**src/rtl/demux4_if.sv**
```systemverilog
// Producer-side and consumer-side handshake bundle for the four-way routing buffer.
// The slave view belongs to demux4. The master view drives it from the producer and consumer side.
interface demux4_if #(
  parameter int WIDTH = 28
) ();
  logic             in_valid;
  logic             in_ready;
  logic [WIDTH-1:0] in_data;
  logic [1:0]       in_sel;

  logic             out0_valid;
  logic             out0_ready;
  logic [WIDTH-1:0] out0_data;
  logic             out1_valid;
  logic             out1_ready;
  logic [WIDTH-1:0] out1_data;
  logic             out2_valid;
  logic             out2_ready;
  logic [WIDTH-1:0] out2_data;
  logic             out3_valid;
  logic             out3_ready;
  logic [WIDTH-1:0] out3_data;

  logic             busy;

  modport slave (
    input  in_valid, in_data, in_sel,
    input  out0_ready, out1_ready, out2_ready, out3_ready,
    output in_ready,
    output out0_valid, out0_data, out1_valid, out1_data,
    output out2_valid, out2_data, out3_valid, out3_data,
    output busy
  );

  modport master (
    output in_valid, in_data, in_sel,
    output out0_ready, out1_ready, out2_ready, out3_ready,
    input  in_ready,
    input  out0_valid, out0_data, out1_valid, out1_data,
    input  out2_valid, out2_data, out3_valid, out3_data,
    input  busy
  );
endinterface

```
**src/rtl/demux4.sv**
```systemverilog
// Four-way routing buffer: one input word per cycle is steered by in_sel into one of four
// independent DEPTH-entry FIFOs, each drained by its own valid/ready consumer.
module demux4 #(
  parameter int WIDTH = 28,
  parameter int DEPTH = 2
) (
  input  logic     clk,
  input  logic     reset,
  demux4_if.slave  bus
);
  localparam int AW = $clog2(DEPTH);
  localparam int CW = AW + 1;

  logic [3:0]       full;
  logic [3:0]       valid;
  logic [3:0]       ready;
  logic [WIDTH-1:0] head [4];
  logic             in_ready;
  logic             accept;

  // in_ready looks only at the selected channel's registered occupancy, never at consumer ready.
  assign in_ready = !full[bus.in_sel];
  assign accept   = bus.in_valid && in_ready;

  assign ready = {bus.out3_ready, bus.out2_ready, bus.out1_ready, bus.out0_ready};

  genvar gi;
  generate
    for (gi = 0; gi < 4; gi++) begin : g_chan
      logic [WIDTH-1:0] mem [DEPTH];
      logic [AW-1:0]    wr_ptr_reg;
      logic [AW-1:0]    rd_ptr_reg;
      logic [CW-1:0]    count_reg;
      logic             push;
      logic             pop;

      assign full[gi]  = (count_reg == CW'(DEPTH));
      assign valid[gi] = (count_reg != '0);
      assign push      = accept && (bus.in_sel == 2'(gi));
      assign pop       = valid[gi] && ready[gi];
      assign head[gi]  = valid[gi] ? mem[rd_ptr_reg] : '0;

      always_ff @(posedge clk or posedge reset) begin
        if (reset) begin
          wr_ptr_reg <= '0;
          rd_ptr_reg <= '0;
          count_reg  <= '0;
          for (int i = 0; i < DEPTH; i++) begin
            mem[i] <= '0;
          end
        end else begin
          if (push) begin
            mem[wr_ptr_reg] <= bus.in_data;
            wr_ptr_reg      <= wr_ptr_reg + AW'(1);
          end
          if (pop) begin
            rd_ptr_reg <= rd_ptr_reg + AW'(1);
          end
          case ({push, pop})
            2'b10:   count_reg <= count_reg + CW'(1);
            2'b01:   count_reg <= count_reg - CW'(1);
            default: count_reg <= count_reg;
          endcase
        end
      end
    end
  endgenerate

  assign bus.in_ready   = in_ready;
  assign bus.busy       = |valid;

  assign bus.out0_valid = valid[0];
  assign bus.out1_valid = valid[1];
  assign bus.out2_valid = valid[2];
  assign bus.out3_valid = valid[3];
  assign bus.out0_data  = head[0];
  assign bus.out1_data  = head[1];
  assign bus.out2_data  = head[2];
  assign bus.out3_data  = head[3];
endmodule

```
**src/flat_wrapper.sv**
```systemverilog
// flat-port wrapper written by rule: the top's interface ports become plain ports
module demux4_flat 
#(
  parameter int WIDTH = 28,
  parameter int DEPTH = 2
)
  (clk, reset, bus_in_valid, bus_in_data, bus_in_sel, bus_out0_ready, bus_out1_ready, bus_out2_ready, bus_out3_ready, bus_in_ready, bus_out0_valid, bus_out0_data, bus_out1_valid, bus_out1_data, bus_out2_valid, bus_out2_data, bus_out3_valid, bus_out3_data, bus_busy);
  demux4_if #(.WIDTH(WIDTH)) bus_i ();
  input  logic clk;
  input  logic reset;
  input wire logic [$bits(bus_i.in_valid)-1:0] bus_in_valid;
  input wire logic [$bits(bus_i.in_data)-1:0] bus_in_data;
  input wire logic [$bits(bus_i.in_sel)-1:0] bus_in_sel;
  input wire logic [$bits(bus_i.out0_ready)-1:0] bus_out0_ready;
  input wire logic [$bits(bus_i.out1_ready)-1:0] bus_out1_ready;
  input wire logic [$bits(bus_i.out2_ready)-1:0] bus_out2_ready;
  input wire logic [$bits(bus_i.out3_ready)-1:0] bus_out3_ready;
  output wire logic [$bits(bus_i.in_ready)-1:0] bus_in_ready;
  output wire logic [$bits(bus_i.out0_valid)-1:0] bus_out0_valid;
  output wire logic [$bits(bus_i.out0_data)-1:0] bus_out0_data;
  output wire logic [$bits(bus_i.out1_valid)-1:0] bus_out1_valid;
  output wire logic [$bits(bus_i.out1_data)-1:0] bus_out1_data;
  output wire logic [$bits(bus_i.out2_valid)-1:0] bus_out2_valid;
  output wire logic [$bits(bus_i.out2_data)-1:0] bus_out2_data;
  output wire logic [$bits(bus_i.out3_valid)-1:0] bus_out3_valid;
  output wire logic [$bits(bus_i.out3_data)-1:0] bus_out3_data;
  output wire logic [$bits(bus_i.busy)-1:0] bus_busy;
  assign bus_i.in_valid = bus_in_valid;
  assign bus_i.in_data = bus_in_data;
  assign bus_i.in_sel = bus_in_sel;
  assign bus_i.out0_ready = bus_out0_ready;
  assign bus_i.out1_ready = bus_out1_ready;
  assign bus_i.out2_ready = bus_out2_ready;
  assign bus_i.out3_ready = bus_out3_ready;
  assign bus_in_ready = bus_i.in_ready;
  assign bus_out0_valid = bus_i.out0_valid;
  assign bus_out0_data = bus_i.out0_data;
  assign bus_out1_valid = bus_i.out1_valid;
  assign bus_out1_data = bus_i.out1_data;
  assign bus_out2_valid = bus_i.out2_valid;
  assign bus_out2_data = bus_i.out2_data;
  assign bus_out3_valid = bus_i.out3_valid;
  assign bus_out3_data = bus_i.out3_data;
  assign bus_busy = bus_i.busy;
  demux4 #(.WIDTH(WIDTH), .DEPTH(DEPTH)) u_core (.clk(clk), .reset(reset), .bus(bus_i));
endmodule
```
**config.mk**
```make
export PLATFORM = sky130hd
export DESIGN_NAME = demux4_flat
export DESIGN_NICKNAME = d
export VERILOG_FILES = /design/src/rtl/demux4_if.sv /design/src/rtl/demux4.sv /design/src/flat_wrapper.sv
export SDC_FILE = /design/constraint.sdc
export NUM_CORES = 1
export LEC_CHECK = 0
export ABC_AREA = 1
export BUFFER_PORTS_ARGS = -buffer_cell sky130_fd_sc_hd__clkbuf_2
export CAP_MARGIN = 15
export CORE_ASPECT_RATIO = 0.5
export CORE_MARGIN = 4
export CORE_UTILIZATION = 52
export DETAILED_ROUTE_END_ITERATION = 12
export GPL_TIMING_DRIVEN = 1
export PLACE_DENSITY = 0.76
export SLEW_MARGIN = 10
export SYNTH_ARGS = -nofsm -noshare
export SYNTH_HDL_FRONTEND = slang
export SYNTH_SLANG_ARGS = --single-unit
```
**constraint.sdc**
```tcl
create_clock -name clk -period 6.9 [get_ports clk]
set_input_delay 0.345 -clock clk [delete_from_list [all_inputs] [get_ports clk]]
set_output_delay 0.345 -clock clk [all_outputs]
set_load 0.02 [all_outputs]
```
==> run summary, run 1 <==
status -> finished with violations
failing checks -> negative hold slack
Worst Hold Class -> in -> async
IO Pins -> 155
initial drt markers -> 1,305
vias in the first global route -> 9,640
# fillers -> 1,854
Post-CTS Setup Inserts -> 0
Worst Tran Pin Value -> 1110 ps
Synth Instances -> 1,475
total number of vias -> 10,117
Placer Congestion -> 0.958
Fmax -> 349 MHz
Sequential cell area -> 0.00601 mm^2
met1 Resource Use GR -> 0.360
DR pass1 iterations -> 5
CP Cell Sequence -> inv_1 -> nand4_1 -> buf_6 -> nand2_1 -> nand2_1
first-pass GRT wire length -> 51,100 um
final hold violation count -> 9
Syn Area/Cell -> 7.64 um^2
crit path kind -> reg -> reg
global route hottest layer -> met2
Worst-path clk slew -> 70 ps
CTS buffer count -> 22
crit path DAT -> 3310 ps
Final Worst Setup Slack -> 4030 ps
Fin Hold WS -> -16.1 ps
register area share after synthesis -> 0.533
crit-path max FO -> 31
Ant. Diodes -> 0
Syn Nets -> 1,516
dpl cells -> 1,819
starting density of the core -> 0.538
top cells by area, synth -> dfrtp_1, nand2_1, a21oi_1, nand3_1, buf_2
most used cell, CP -> nand2_1
Yosys reg bits -> 240
Synth warnings -> 0
Post-synth EDFFs -> 0
core area -> 0.0209 mm^2
GRT met3 Usage -> 0.0546
area of the multi-input gates -> 0.00459 mm^2
CTS root buffer -> clkbuf_16
Cell variety after synth -> 23
clock skew -> 22.5 ps
VDD IR max -> 0.228 mV
HPWL Detailed -> 20,500 um
CP max stage delay -> 1050 ps
Placement Rows -> 37
CTS sink cnt -> 240
clock latency at the later pin of the worst-skew pair -> 520 ps
TritonCTS clock tree -> yes
met2 Use GR -> 0.418
Die Area -> 0.0242 mm^2
fin crit period -> 2870 ps
final WL -> 31,800 um
Vias/cell -> 5.44
# hold bufs at CTS -> 0
Final period util -> 0.416
post-synth top area share -> 0.533
Main synth FF type -> dfrtp_1
Setup crit end kind -> register
grt ovf -> 0
largest net degree at the start of global routing -> 201
Routed Antenna Nets -> 0
DR WL/cell -> 17.1 um
CTS H-tree depth -> 1
relative slew slack -> 0.263
CP Data Required Time -> 7340 ps
fin nets -> 1,595
DRC Markers -> 0
all-layer global routing usage -> 0.259
Pwr Density -> 533 mW/mm^2
area added between synthesis and finish -> 13.2%
IO buf count -> 154
share of cells above drive strength 1 -> 0.147
# setup viols final -> 0
area leader, netlist -> dfrtp_1
max cap viols -> 0
Netlist Area Pre-Place -> 0.0113 mm^2
worst slack, placed -> 3580 ps
post-route setup TNS -> 0 ps
Die Y -> 112 um
initial antenna violation count -> 0
asr flop ratio synth -> 1.00
slowest CP cell -> dfrtp_1
unrepaired setup endpoints after global routing -> false
post-CTS sizing -> 0
Pleak -> 6.88 nW
number of flip-flops in the largest register -> 224
Final Non-Filler Cells -> 1,859
Max Slew Vio Count -> 0
crit start category -> register
clock tree buffer depth -> 3
Die W -> 216 um
[path summary, 6_finish.rpt]
| check | slack (ps) | endpoint | startpoint | depth (start not counted) |
|---|---|---|---|---|
| worst min-delay path | -20 | u_core.g_chan[1].mem[16] | reset | 2 |
| worst max-delay path | 4030 | u_core.g_chan[3].mem[44] | u_core.g_chan[3].wr_ptr_reg | 5 |
| max in group asynchronous | 5350 | u_core.g_chan[3].mem[20] | reset | 3 |
| worst max register to register | 4030 | u_core.g_chan[3].mem[44] | u_core.g_chan[3].wr_ptr_reg | 5 |
| min in group clk | 160 | u_core.g_chan[0].rd_ptr_reg | bus_out0_ready | 4 |
| worst min register to register | 470 | u_core.g_chan[1].mem[54] | u_core.g_chan[1].mem[54] | 2 |
[critical path: cells and delay by family, from the launching register on]
kind                   cells  cell delay [ps]
flip-flops                 1             1050
AND/OR/NAND/NOR            3              750
buffers and inverters      2             1010
[layout by cell type (no fill, tap or decap)]
cell type	n
nand2_1	803
clkinv_8	1
clkbuf_16	22
buf_6	1
clkbuf_1	2
buf_4	10
buf_12	2
nand4_4	2
inv_2	8
o21ai_0	4
nor2_4	5
dfrtp_1	240
clkbuf_8	4
buf_8	1
bufinv_16	3
ha_1	4
nor2_1	12
clkbuf_2	154
nand4_1	3
inv_1	25
xor2_1	7
nand4_2	2
xnor2_1	5
nand3_1	116
a21oi_1	116
clkinvlp_4	1
clkinv_2	5
nand2_2	3
nor2_2	6
[Yosys cell counts (7+ instances only)]
library cell,number
a21oi_1,116
buf_1,12
buf_2,40
buf_4,7
buf_6,7
clkbuf_1,40
clkbuf_2,7
dfrtp_1,240
inv_1,26
inv_2,8
nand2_1,803
nand3_1,116
nor2_1,18
xor2_1,7
[power by group]
group | internal (mW) | switching [mW] | total [mW] | leakage [nW]
clock network | 0.740 | 0.531 | 1.27 | 0.371
registers | 2.09 | 0.503 | 2.59 | 3.00
logic | 0.926 | 2.02 | 2.94 | 3.51
total | 3.75 | 3.05 | 6.80 | 6.88
[metal layers]
metal	up-vias	share of wire
met1	4891	0.43
li1	4738	-
met2	416	0.46
met3	72	0.083
met4	0	0.031
met5	-	0
[cell type report]
type | count | area share
Clock buffer | 28 | 0.0481
Inverter | 34 | 0.0103
Multi-Input combinational cell | 1088 | 0.360
Timing Repair Buffer | 168 | 0.0715
Tap cell | 292 | 0.0286
Clock inverter | 9 | 0.0103
Sequential cell | 240 | 0.471
[through the flow]
stage | instance area, um^2 | utilization | power (mW) | hold slack [ps]
global route | 12800 | 0.609 | 7.28 | 52.6
CTS | 12700 | 0.607 | 6.81 | 13.0
finish | 12800 | 0.609 | 6.80 | -16.1
global placement | 12000 | 0.572 | 5.41 | 453
detailed placement | 12000 | 0.572 | 5.51 | 458
floorplan | 11300 | - | 4.54 | 442
[cell families after synthesis]
group | count (synthesis) | synth area share
XOR/XNOR | 12 | 0.00933
AND/OR/NAND/NOR | 952 | 0.339
flip-flops | 240 | 0.533
adder cells (fa/ha/maj) | 4 | 0.00444
buffers and inverters | 147 | 0.0612
AO/OA/AOI/OAI | 120 | 0.0533
(Power assumes the default switching activity.)
==> run 2: changes to the inputs <==
- clock period: 6.9 -> 2.6 ns (I/O delays scaled with it)
==> run summary, run 2 (same netlist as run 1, synthesis figures left out) <==
status -> completed (was finished with violations)
Clock Power Share -> 0.188 (was 0.187)
max cap viols -> 0 (unchanged)
IO Pins -> 155 (unchanged)
CTS root buffer -> clkbuf_16 (unchanged)
Psw -> 8.14 mW (was 3.05 mW)
number of flip-flops in the largest register -> 224 (unchanged)
Gate power share -> 0.447 (was 0.433)
initial antenna violation count -> 0 (unchanged)
Int Pwr -> 10.1 mW (was 3.75 mW)
unrepaired setup endpoints after global routing -> false (unchanged)
fin crit period -> 2160 ps
Max Slew Vio Count -> 0 (unchanged)
crit path DAT -> 2030 ps (was 3310 ps)
CTS buffer count -> 22 (unchanged)
Routed Antenna Nets -> 0 (unchanged)
Reg2Reg Capture Point -> u_core.g_chan[3].count_reg[1] (was u_core.g_chan[3].mem[44])
first-pass GRT wire length -> 52,500 um (was 51,100 um)
final hold violation count -> 0 (was 9)
Placement Rows -> 37 (unchanged)
DR pass1 iterations -> 5 (unchanged)
commonest non-fill, non-tap cell in the layout -> nand2_1 (unchanged)
Die W -> 216 um (unchanged)
Worst Hold Class -> in -> reg (was in -> async)
dpl cells -> 1,834 (was 1,819)
DRC Markers -> 0 (unchanged)
Final period util -> 0.830
VDD IR max -> 0.564 mV (was 0.228 mV)
flop2flop setup slack -> 550 ps (was 4030 ps)
HPWL Detailed -> 21,000 um (was 20,500 um)
crit-path max FO -> 28 (was 31)
Setup crit end kind -> output port (was register)
sw frac -> 0.447 (was 0.449)
total power -> 18.2 mW (was 6.80 mW)
# hold bufs at CTS -> 7 (was 0)
clock skew -> 5.44 ps (was 22.5 ps)
all-layer global routing usage -> 0.265 (was 0.259)
vias in the first global route -> 10,155 (was 9,640)
crit path kind -> reg -> out (was reg -> reg)
area added between synthesis and finish -> 14.8% (was 13.2%)
largest net degree at the start of global routing -> 76 (was 201)
most frequent cells in the layout -> nand2_1, dfrtp_1, clkbuf_2 (unchanged)
crit start category -> register (unchanged)
WHS Endpoint -> u_core.g_chan[1].mem[1]
initial drt markers -> 1,387 (was 1,305)
clock tree buffer depth -> 3 (unchanged)
final WL -> 32,200 um (was 31,800 um)
Final Non-Filler Cells -> 1,879 (was 1,859)
hold path depth -> 3
Post-CTS Setup Inserts -> 0 (unchanged)
Pwr Density -> 1410 mW/mm^2 (was 533 mW/mm^2)
share of cells above drive strength 1 -> 0.152 (was 0.147)
Reg power frac -> 0.365 (was 0.381)
# setup viols final -> 0 (unchanged)
Core Util, Final -> 0.618 (was 0.609)
Worst-path clk slew -> 70 ps (about the same)
Pleak -> 6.97 nW (was 6.88 nW)
relative slew slack -> 0.551 (was 0.263)
fin nets -> 1,614 (was 1,595)
CTS H-tree depth -> 1 (unchanged)
starting density of the core -> 0.538 (unchanged)
Die Area -> 0.0242 mm^2 (unchanged)
Ant. Diodes -> 0 (unchanged)
total number of vias -> 10,209 (was 10,117)
CTS sink cnt -> 240 (unchanged)
Fin Hold WS -> 18.0 ps (was -16.1 ps)
Placer Congestion -> 0.880 (was 0.958)
Worst Tran Pin Value -> 671 ps (was 1110 ps)
R2R Path Start -> u_core.g_chan[1].count_reg[1] (was u_core.g_chan[3].wr_ptr_reg)
Die Y -> 112 um (unchanged)
post-CTS sizing -> 0 (unchanged)
Fmax -> 463 MHz
Vias/cell -> 5.43 (was 5.44)
CP Data Required Time -> 2470 ps (was 7340 ps)
FF-to-FF path depth -> 12 (was 5)
HP Start -> bus_in_data[1]
DR WL/cell -> 17.1 um (about the same)
core area -> 0.0209 mm^2 (unchanged)
IO buf count -> 154 (unchanged)
grt ovf -> 0 (unchanged)
TritonCTS clock tree -> yes (unchanged)
clock latency at the later pin of the worst-skew pair -> 500 ps (was 520 ps)
-- run 2: cell count changes in the layout (fill, tap and decap cells not counted), sizes merged --
cell and change:
dlygate4sd3 +7, clkinv -2, buf +12, clkbuf +3
-- run 2: worst max-delay path, stage by stage, from the launching register on --
cell,delay (ps)
dfrtp_1,510
inv_2,460
nand2_1,100
a21oi_1,230
clkbuf_2,220
-- run 2: layout make-up --
class,count,area [um^2]
Clock buffer,31,646
Sequential cell,240,6010
Multi-Input combinational cell,1088,4590
Timing Repair Buffer,187,1070
Fill cell,1815,8000
Tap cell,292,365
Clock inverter,7,110
Inverter,34,131
-- run 2: how the worst max path moves through the flow --
stage                     depth (start not counted)  slack (ps)                       endpoint                     startpoint
after floorplan                                   1        -680  u_core.g_chan[0].count_reg[0]                          reset
after global placement                           12         690  u_core.g_chan[2].count_reg[1]  u_core.g_chan[1].count_reg[1]
after detailed placement                         12         570  u_core.g_chan[3].count_reg[1]  u_core.g_chan[1].count_reg[1]
after CTS                                         4         420               bus_out1_data[1]    u_core.g_chan[1].rd_ptr_reg
after global routing                              4         270               bus_out1_data[1]    u_core.g_chan[1].rd_ptr_reg
final                                             4         440               bus_out1_data[3]    u_core.g_chan[1].rd_ptr_reg
-- run 2: power by group through the flow --
stage,combinational (mW),sequential [mW],clock [mW]
after floorplan,5.67,6.37,0
after global placement,7.92,6.56,0
after detailed placement,8.11,6.64,0
after CTS,8.16,6.61,3.45
after global routing,8.98,6.87,3.59
final,8.14,6.65,3.43
-- run 2: through the flow --
step | TNS (ps) | setup WS [ps] | cell area (um^2)
6_report | 0 | 441 | 12900
5_1_grt | 0 | 268 | 12900
4_1_cts | 0 | 423 | 12900
3_5_place_dp | 0 | 572 | 12100
3_3_place_gp | 0 | 686 | 12100
2_1_floorplan | -162680 | -678 | 11300
-- run 2: metal layers --
layer / track usage / up-vias / wire length [um]
li1: - / 4776 / -
met1: 0.383 / 4921 / 14200
met3: 0.0465 / 61 / 2590
met5: 0 / - / 0
met2: 0.412 / 451 / 14500
met4: 0.0890 / 0 / 913
